===== src/rtl/dzmcu_dma_pkg.sv =====
// dzmcu_dma_pkg: shared OAM DMA constants, FSM state encoding and address-decode helpers
// No ports; imported by dzmcu_dma and dzmcu_hram.
package dzmcu_dma_pkg;
    localparam int          DMA_LEN  = 160;
    localparam logic [15:0] OAM_BASE = 16'hFE00;
    localparam logic [15:0] DMA_REG  = 16'hFF46;
    localparam logic [15:0] HRAM_LO  = 16'hFF80;
    localparam logic [7:0]  DMA_LAST = 8'(DMA_LEN - 1);
    typedef enum logic [1:0] {DMA_IDLE, DMA_START, DMA_RD, DMA_WR} dma_state_t;
    // FFFF (IE) sits above HRAM but belongs to external memory
    function automatic logic is_hram(input logic [15:0] a);
        return a >= HRAM_LO && a != 16'hFFFF;
    endfunction
    function automatic logic is_dma_reg(input logic [15:0] a);
        return a == DMA_REG;
    endfunction
endpackage


===== src/rtl/dzmcu_hram.sv =====
// dzmcu_hram: 127x8 high RAM, asynchronous read, synchronous write
// Ports: iClock clock; iWe write strobe; iAddr 7-bit byte address;
//        iData write data; oData read data (combinational from iAddr).
import dzmcu_dma_pkg::*;
module dzmcu_hram (
    input  logic       iClock,
    input  logic       iWe,
    input  logic [6:0] iAddr,
    input  logic [7:0] iData,
    output logic [7:0] oData
);
    logic [7:0] r_mem [0:126];
    always_ff @(posedge iClock)
        if (iWe) r_mem[iAddr] <= iData;
    assign oData = r_mem[iAddr];
endmodule


===== src/rtl/dzmcu_dma.sv =====
// dzmcu_dma: memory-control stage owning the external bus, HRAM and the OAM DMA engine
// Ports: iClock/iReset clock and synchronous active-high reset;
//        iCpuAddr/iCpuData/iCpuWe CPU bus in, oCpuData CPU read data (combinational);
//        oMemAddr/oMemData/oMemWe/iMemData external memory bus (async read, posedge write);
//        oDmaBusy high while a DMA owns the external bus.
import dzmcu_dma_pkg::*;
module dzmcu_dma (
    input  logic        iClock,
    input  logic        iReset,
    input  logic [15:0] iCpuAddr,
    input  logic [7:0]  iCpuData,
    input  logic        iCpuWe,
    output logic [7:0]  oCpuData,
    output logic [15:0] oMemAddr,
    output logic [7:0]  oMemData,
    input  logic [7:0]  iMemData,
    output logic        oMemWe,
    output logic        oDmaBusy
);
    dma_state_t r_state, w_next;
    logic [7:0] r_cnt, r_dma, r_data, w_src, w_hram_rd;
    logic       w_hram, w_dreg, w_trig, w_busy;
    assign w_hram = is_hram(iCpuAddr);
    assign w_dreg = is_dma_reg(iCpuAddr);
    assign w_trig = iCpuWe && w_dreg;
    assign w_busy = r_state != DMA_IDLE;
    // echo RAM sources E0-FF fold onto C0-DF
    assign w_src  = (r_dma[7:5] == 3'b111) ? {r_dma[7:6], 1'b0, r_dma[4:0]} : r_dma;
    dzmcu_hram u_hram (
        .iClock (iClock),
        .iWe    (iCpuWe && w_hram),
        .iAddr  (iCpuAddr[6:0]),
        .iData  (iCpuData),
        .oData  (w_hram_rd)
    );
    always_ff @(posedge iClock)
        r_state <= iReset ? DMA_IDLE : w_next;
    // a write to the DMA register restarts from any state, even the final WR
    always_comb
        w_next = w_trig                                ? DMA_START :
                 r_state == DMA_START                  ? DMA_RD    :
                 r_state == DMA_RD                     ? DMA_WR    :
                 r_state == DMA_WR && r_cnt < DMA_LAST ? DMA_RD    : DMA_IDLE;
    always_ff @(posedge iClock) begin
        if (iReset) begin
            r_cnt  <= '0;
            r_dma  <= '0;
            r_data <= '0;
        end else begin
            if (w_trig) r_dma <= iCpuData;
            if (w_trig) r_cnt <= '0;
            else if (r_state == DMA_WR) r_cnt <= r_cnt + 8'd1;
            if (r_state == DMA_RD) r_data <= iMemData;
        end
    end
    always_comb begin
        oMemAddr = iCpuAddr;
        oMemData = iCpuData;
        oMemWe   = 1'b0;
        case (r_state)
            DMA_START, DMA_RD: oMemAddr = {w_src, r_cnt};
            DMA_WR: begin
                oMemAddr = OAM_BASE + {8'h00, r_cnt};
                oMemData = r_data;
                oMemWe   = 1'b1;
            end
            default: oMemWe = iCpuWe && !w_hram && !w_dreg;
        endcase
        // while busy the external bus is unavailable to the CPU
        oCpuData = w_hram ? w_hram_rd : w_dreg ? r_dma : w_busy ? 8'hFF : iMemData;
        oDmaBusy = w_busy;
    end
endmodule

===== config.mk =====
export PLATFORM = sky130hd
export DESIGN_NAME = dzmcu_dma
export DESIGN_NICKNAME = d
export VERILOG_FILES = /design/src/rtl/dzmcu_dma_pkg.sv /design/src/rtl/dzmcu_hram.sv /design/src/rtl/dzmcu_dma.sv
export SDC_FILE = /design/constraint.sdc
export NUM_CORES = 1
export LEC_CHECK = 0
export BUFFER_PORTS_ARGS = -buffer_cell sky130_fd_sc_hd__buf_2
export CAP_MARGIN = 20
export CORE_MARGIN = 1.5
export CORE_UTILIZATION = 45
export CTS_BUF_LIST = sky130_fd_sc_hd__clkbuf_16
export DETAILED_ROUTE_END_ITERATION = 10
export HOLD_SLACK_MARGIN = 0.03
export SLEW_MARGIN = 20
export SYNTH_ARGS = -nofsm -noshare
export SYNTH_HDL_FRONTEND = slang
export SYNTH_HIERARCHICAL = 1
export SYNTH_SLANG_ARGS = --single-unit

===== constraint.sdc =====
create_clock -name iClock -period 4.1 [get_ports iClock]
set_input_delay 0.82 -clock iClock [delete_from_list [all_inputs] [get_ports iClock]]
set_output_delay 0.82 -clock iClock [all_outputs]
set_load 0.03 [all_outputs]

==> results of run 1 <==
## final cells by class
| class | instances | area, µm² |
|---|---|---|
| fillers | 6893 | 38800 |
| clock inverters | 86 | 752 |
| well taps | 1176 | 1470 |
| repair buffers | 584 | 5410 |
| multi-input cells | 1337 | 10200 |
| flip-flops and latches | 1042 | 31000 |
| clock buffers | 107 | 2680 |
| inverters | 10 | 45.0 |
| diodes | 1 | 2.50 |
## path summary, 6_finish.rpt
kind / endpoint / slack [ns] / cells after the start
hold / removal: r_data[0] / 0.39 / 3
setup / recovery: oCpuData[5] / -0.27 / 14
hold reg to reg: r_data[5] / 0.49 / 2
setup reg to reg: r_cnt[7] / 2.56 / 6
## flip-flops by register name, summed over array words and instances (netlist names)
signal        flops
r_cnt             8
r_dma             8
r_data            8
u_hram/r_mem   1016
r_state           2
## synthesized netlist by cell type (6+ instances only)
| cell type | instances |
|---|---|
| sky130_fd_sc_hd__nor3_1 | 20 |
| sky130_fd_sc_hd__nand4_1 | 11 |
| sky130_fd_sc_hd__o211ai_1 | 6 |
| sky130_fd_sc_hd__o22ai_1 | 58 |
| sky130_fd_sc_hd__o22a_1 | 18 |
| sky130_fd_sc_hd__nand2b_1 | 13 |
| sky130_fd_sc_hd__mux2_2 | 38 |
| sky130_fd_sc_hd__ha_1 | 6 |
| sky130_fd_sc_hd__nand3_1 | 29 |
| sky130_fd_sc_hd__buf_4 | 10 |
| sky130_fd_sc_hd__a21oi_1 | 133 |
| sky130_fd_sc_hd__a22o_1 | 39 |
| sky130_fd_sc_hd__mux4_2 | 21 |
| sky130_fd_sc_hd__nand2_1 | 104 |
| sky130_fd_sc_hd__buf_2 | 79 |
| sky130_fd_sc_hd__nor2b_1 | 14 |
| sky130_fd_sc_hd__mux2i_1 | 123 |
| sky130_fd_sc_hd__o21ai_0 | 94 |
| sky130_fd_sc_hd__buf_1 | 18 |
| sky130_fd_sc_hd__a221oi_1 | 186 |
| sky130_fd_sc_hd__a22oi_1 | 73 |
| sky130_fd_sc_hd__clkbuf_1 | 75 |
| sky130_fd_sc_hd__edfxtp_1 | 1016 |
| sky130_fd_sc_hd__buf_6 | 14 |
| sky130_fd_sc_hd__inv_1 | 8 |
| sky130_fd_sc_hd__o221ai_1 | 14 |
| sky130_fd_sc_hd__a31oi_1 | 9 |
| sky130_fd_sc_hd__dfxtp_1 | 26 |
| sky130_fd_sc_hd__nor2_1 | 218 |
| sky130_fd_sc_hd__a221o_1 | 17 |
## worst max-delay path, stage by stage
cell and delay, ns:
sky130_fd_sc_hd__buf_16 0.14, sky130_fd_sc_hd__buf_12 0.16, sky130_fd_sc_hd__and2_4 0.21, sky130_fd_sc_hd__buf_12 0.15
sky130_fd_sc_hd__buf_12 0.15, sky130_fd_sc_hd__a22o_1 0.19, sky130_fd_sc_hd__a21oi_2 0.22, sky130_fd_sc_hd__o21ai_2 0.12
sky130_fd_sc_hd__a221o_1 0.44, sky130_fd_sc_hd__o21ai_2 0.21, sky130_fd_sc_hd__buf_4 0.15, sky130_fd_sc_hd__nand4_1 0.12
sky130_fd_sc_hd__mux2_4 0.30, sky130_fd_sc_hd__buf_6 0.14
## metrics by stage
step / area (µm²) / util [%] / power, mW / hold WS, ns / setup slack [ns]
2_1_floorplan: 41300 / - / 12.6 / 0.454 / 0.453
3_3_place_gp: 46300 / 51.3 / 13.5 / 0.466 / -0.849
3_5_place_dp: 46300 / 51.3 / 13.6 / 0.483 / -0.871
4_1_cts: 51200 / 56.7 / 23.2 / 0.354 / -0.190
5_1_grt: 51600 / 57.1 / 23.7 / 0.397 / -0.264
6_report: 51600 / 57.1 / 23.2 / 0.392 / -0.272
## cell families (layout without fill, tap and decap cells)
kind of cell             after synthesis  count (layout)  share of synthesized area, %
adder cells (fa/ha/maj)                6               6                         0.182
buffers and inverters                207             787                          2.47
other                                  0               1                             0
XOR/XNOR                               7               7                         0.148
multiplexers                         186             186                          5.29
flip-flops                          1042            1042                          75.1
AND/OR/NAND/NOR                      440             441                          4.67
AO/OA/AOI/OAI                        697             697                          12.1
## power breakdown
part           leakage [nW]  total (mW)  internal [mW]  switching (mW)
Clock                  1.74        9.59           5.49            4.10
Sequential             9.34        11.7           11.7       0.0000470
Combinational          6.56        1.94          0.743            1.20
Total                  17.6        23.2           17.9            5.30
## timing repair
action | 4_1_cts | 5_1_grt
pin swaps | 49 | 42
gates resized for setup | 217 | 53
endpoints found under the setup margin | 9 | 8
setup buffers | 33 | 11
cloned | 8 | 1
## routing by layer
layer,vias to the layer above,part of all wire [%],global-route usage (%),wire [µm]
met5,-,0.019,0,26
met2,1849,45,44.8,62400
met4,4,4.3,11.4,5950
li1,11497,-,-,-
met3,298,11,6.32,15500
met1,14136,39,40.3,53700
==> results.toml, run 1 <==
[clock_tree]
cts_max_level = 3
cts_root_buffer = "sky130_fd_sc_hd__clkbuf_16"
cts_tree = "done"
cts.sink_count = 1042
numCtsBuffers = 105
clock_latency_ns = 0.69
clk_transition_reported_paths_ns = 0.06
holdBufCountCts = 0
max-clock-path-buffers = 3

[logic_synthesis]
ys_dominant_reg_cell = "sky130_fd_sc_hd__edfxtp_1"
synth_top_cell_area_share_pct = 73.8
syn-num-nets = 2626
synth_async_sr_flop_share_pct = 0
synth.distinct_cells = 73
syn_avg_cell_area_um2 = 16.0
synth_top_cells_by_area = "sky130_fd_sc_hd__edfxtp_1 74%, sky130_fd_sc_hd__a221oi_1 3.9%, sky130_fd_sc_hd__mux2i_1 3.0%"
ys_warn_count = 6
synthesis.area_um2 = 41300
ys_seq_elements = 1042
synth_seq_area_share_pct = 75.1
synth_instances = 2585
edff_count_synth = 1016
post-synth-top-area-cell = "sky130_fd_sc_hd__edfxtp_1"

[sta]
report.final.slew_viol_count = 0
worst_pin_slew_ns = 1.17
finalSetupTns_ns = -1.67
achievable-frequency_mhz = 229
grt_setup_unrepaired = "true"
final.setup.worst_slack_ns = -0.272
finalSetupViolCount = 8
clock_skew_ns = 0.00772
period_share_pct = 107
final.min_clock_period_ns = 4.37
max_slew_margin_pct = 22.3
timing_hold_violations_final = 0

[drt]
routedWlPerCell_um = 31.7
detail_route.vias_per_cell = 6.40
remaining_drc_errors = 0
postRouteWirelength_um = 138000
drt_pre_antenna_iters = 6
dr.first_iter.drc_count = 4433
detail-route-antenna-nets = 0
vias = 27784

[finish]
commonest_cells_after_routing_fill_and_taps_aside = "1,016 x sky130_fd_sc_hd__edfxtp_1, 427 x sky130_fd_sc_hd__buf_4, 216 x sky130_fd_sc_hd__nor2_1"
syn_to_final_growth_pct = 25.0
fin_nets = 3121
layout.cells.most_common = "sky130_fd_sc_hd__edfxtp_1"
finalNonFillerCells = 4343
post_route_cells_drive_above_1_share_pct = 29.8

[power]
worst_ir_drop_vdd_uv = 328
power.density_nw_per_um2 = 450
static-leakage-power_nw = 17.6

[worst_setup_path]
crit_path_start = "iCpuAddr[0]"
r2r_start = "r_state[1]"
critical_path_class = "primary input to primary output"
worst_path_required_ns = 3.28
arrival_ns = 3.55
startpoint_types = "primary input"
crit_path_max_fanout = 16
kind_of_end_point_of_the_critical_path = "primary output"

[run]
cap_violations = 0

[floorplanning]
dieWidth_um = 306
dieArea_um2 = 93600
placement_rows = 110
placeableCoreArea_um2 = 90400
initial_core_utilization_pct = 45.7
ios = 69
die_h_um = 306

[global_routing]
grt_pass1_vias = 26775
grt_first_pass_wirelength_um = 195000
grt_remaining_overflow = 0
grt_max_degree = 120
track_usage_pct = 29.0
number_of_antenna_violations_at_the_first_check_in_global_routing = 3

[outcome]
outcome = "finished with violations"
failed_checks = "setup timing"

[worst_hold_path]
worstHoldStart = "iMemData[0]"
worst_hold_path_type = "primary input to flip-flop"

[placement]
post-place-cells = 4099
gp_congestion = 0.968
detailed_placement_wirelength_estimate_um = 90100
place.port_buffers = 68
(Power assumes the default switching activity.)
==> run 2: changes to the inputs <==
--- a/config.mk
+++ b/config.mk
@@ -11,6 +11,7 @@
 export CORE_UTILIZATION = 45
 export CTS_BUF_LIST = sky130_fd_sc_hd__clkbuf_16
 export DETAILED_ROUTE_END_ITERATION = 10
+export GPL_TIMING_DRIVEN = 1
 export HOLD_SLACK_MARGIN = 0.03
 export SLEW_MARGIN = 20
 export SYNTH_ARGS = -nofsm -noshare
==> constraint.sdc (replaced) <==
create_clock -name iClock -period 4.1 [get_ports iClock]
set_input_delay 0.82 -clock iClock [delete_from_list [all_inputs] [get_ports iClock]]
set_output_delay 0.82 -clock iClock [all_outputs]
set_load 0.1 [all_outputs]
==> run 2 against run 1 <==
  * Clock power up 0.6%
  * Core utilization up 0.084 points
  * Highest routed layer is now met4
  * Combinational power up 6%
  * Power up 0.77%
  * Critical path depth unchanged
  * Largest power group unchanged
  * The flow still finishes with violations (setup timing)
  * Sequential cell count unchanged
  * Wire length up 0.80%
  * Clock-buffer cell count down 2
==> results.toml, run 2 (synthesis results as in run 1) <==
[placement]
gp_congestion = 0.970
detailed_placement_wirelength_estimate_um = 92000
dpl-instance-area_um2 = 46100
place.port_buffers = 68

[finish]
regMostFlops = "u_hram/r_mem"
fillers = 6886
post_route_cells_drive_above_1_share_pct = 30.1
syn_to_final_growth_pct = 25.2
fin_nets = 3099
commonest_cells_after_routing_fill_and_taps_aside = "1,016 x sky130_fd_sc_hd__edfxtp_1, 421 x sky130_fd_sc_hd__buf_4, 215 x sky130_fd_sc_hd__nor2_1"
layout.cell_area.non_filler_um2 = 51700
insertedDiodeCount = 0
largest_register_ffs = 1016
final_core_util_pct = 57.2
layout.cells.most_common = "sky130_fd_sc_hd__edfxtp_1"

[clock_tree]
cts.sink_count = 1042
cts_max_level = 3
numCtsBuffers = 105
clk_transition_reported_paths_ns = 0.06
max-clock-path-buffers = 3
holdBufCountCts = 0
cts_root_buffer = "sky130_fd_sc_hd__clkbuf_16"
clock_latency_ns = 0.71
cts_tree = "done"

[worst_setup_path]
reg2reg_depth = 5
worst_path_required_ns = 3.28
kind_of_end_point_of_the_critical_path = "primary output"
cp-endpoint = "oCpuData[5]"
crit_path_max_fanout = 18
reg2reg_to = "r_cnt[5]"
worst_path_largest_cell_delay_ns = 0.64
arrival_ns = 3.55
crit_path_start = "iCpuAddr[0]"
crit_path_cell_trace = "buf_12, buf_4, and2_4, buf_12, a221oi_2, nor2_1, nor3_2, buf_4, a2111oi_1, buf_4, nor4_4, nand4_1, mux2_4, buf_12"
ff2ff_setup_slack_ns = 2.47
cp_num_cells = 14
r2r_start = "r_state[1]"
critical_path.n_buffers_inverters = 6
timing.critical_path.slowest_stage_cell = "sky130_fd_sc_hd__a2111oi_1"
cp_top_family = "buffers and inverters"
critical_path_class = "primary input to primary output"
startpoint_types = "primary input"

[power]
power.total_mw = 23.4
worst_ir_drop_vdd_uv = 332
static-leakage-power_nw = 17.6
power.density_nw_per_um2 = 452

[global_routing]
grt_first_pass_wirelength_um = 195000
number_of_antenna_violations_at_the_first_check_in_global_routing = 1
grt_remaining_overflow = 0
grt_pass1_vias = 26714
track_usage_pct = 29.1
grt_max_degree = 128

[sta]
grt_setup_unrepaired = "true"
finalSetupViolCount = 8
worst_pin_slew_ns = 1.15
achievable-frequency_mhz = 229
max_slew_margin_pct = 23.1
clock_skew_ns = 0.00412
report.final.slew_viol_count = 0
final.setup.worst_slack_ns = -0.273
period_share_pct = 107
timing_hold_violations_final = 0
final.min_clock_period_ns = 4.37
final.hold.worst_slack_ns = 0.369

[floorplanning]
die_h_um = 306
dieWidth_um = 306
placeableCoreArea_um2 = 90400
dieArea_um2 = 93600
initial_core_utilization_pct = 45.7
placement_rows = 110
ios = 69

[drt]
vias = 27760
detail-route-antenna-nets = 0
detail_route.vias_per_cell = 6.42
routedWlPerCell_um = 32.1
dr.first_iter.drc_count = 4084
drt_pre_antenna_iters = 5
postRouteWirelength_um = 139000
remaining_drc_errors = 0

[worst_hold_path]
worst_hold_path_type = "primary input to flip-flop"
worstHoldStart = "iMemData[0]"

[run]
cap_violations = 0

[outcome]
failed_checks = "setup timing"
outcome = "finished with violations"
## run 2: changes by cell type in the layout (fill, tap and decap cells not counted), moves of 4 or more
cell / before / now
sky130_fd_sc_hd__a221oi_1: 138 / 119
sky130_fd_sc_hd__a221oi_2: 44 / 60
sky130_fd_sc_hd__buf_6: 30 / 20
sky130_fd_sc_hd__buf_12: 58 / 50
sky130_fd_sc_hd__buf_4: 427 / 421
sky130_fd_sc_hd__mux2i_1: 120 / 115
sky130_fd_sc_hd__inv_1: 26 / 30
## run 2: worst min path at each step
stage                end  slack [ns]  cells past startpoint
4_1_cts        r_data[0]        0.34                      3
6_report       r_data[0]        0.37                      3
3_3_place_gp   r_data[6]        0.47                      2
2_1_floorplan  r_data[0]        0.45                      2
3_5_place_dp   r_data[3]        0.48                      2
5_1_grt        r_data[0]        0.38                      3
## run 2: what timing repair did
action | 4_1_cts | 5_1_grt
pin swaps | 57 | 31
buffers inserted | 19 | 16
cloned | 9 | 2
setup endpoints to repair | 8 | 8
resized for setup | 231 | 76
## run 2: worst register-to-register path, delay by kind of cell, from the launching register on
kind,cells,cell delay [ns]
flip-flops,1,0.36
adder cells (fa/ha/maj),1,0.50
XOR/XNOR,1,0.13
AND/OR/NAND/NOR,3,0.51
## run 2: cell type report
class,instances,area (µm²),area share [%]
Sequential cell,1042,31000,60.0
Tap cell,1176,1470,2.85
Multi-Input combinational cell,1336,10500,20.3
Clock inverter,92,868,1.68
Timing Repair Buffer,563,5170,10.0
Inverter,10,38.8,0.0750
Clock buffer,105,2630,5.08
## run 2: report_power, final
group          total (mW)  switching [mW]  internal [mW]
registers            11.7       0.0000484           11.7
clock network        9.65            4.15           5.50
logic                2.06            1.30          0.754
## run 2: metal layers
layer	wire length, µm	vias up	global-route usage [%]
met5	0	-	0
met2	63300	1819	45.1
met3	14000	276	4.98
met4	5540	0	11.3
li1	-	11467	-
met1	55800	14198	41.4
## run 2: stage by stage
| step | setup WS, ns | cells | setup TNS (ns) |
|---|---|---|---|
| finish | -0.273 | 4324 | -1.98 |
| global route | -0.305 | 4324 | -2.05 |
| CTS | -0.218 | 4306 | -1.36 |
| detailed placement | -0.925 | 4083 | -5.68 |
| global placement | -0.866 | 4083 | -5.55 |
| floorplan | 0.166 | 2585 | 0 |
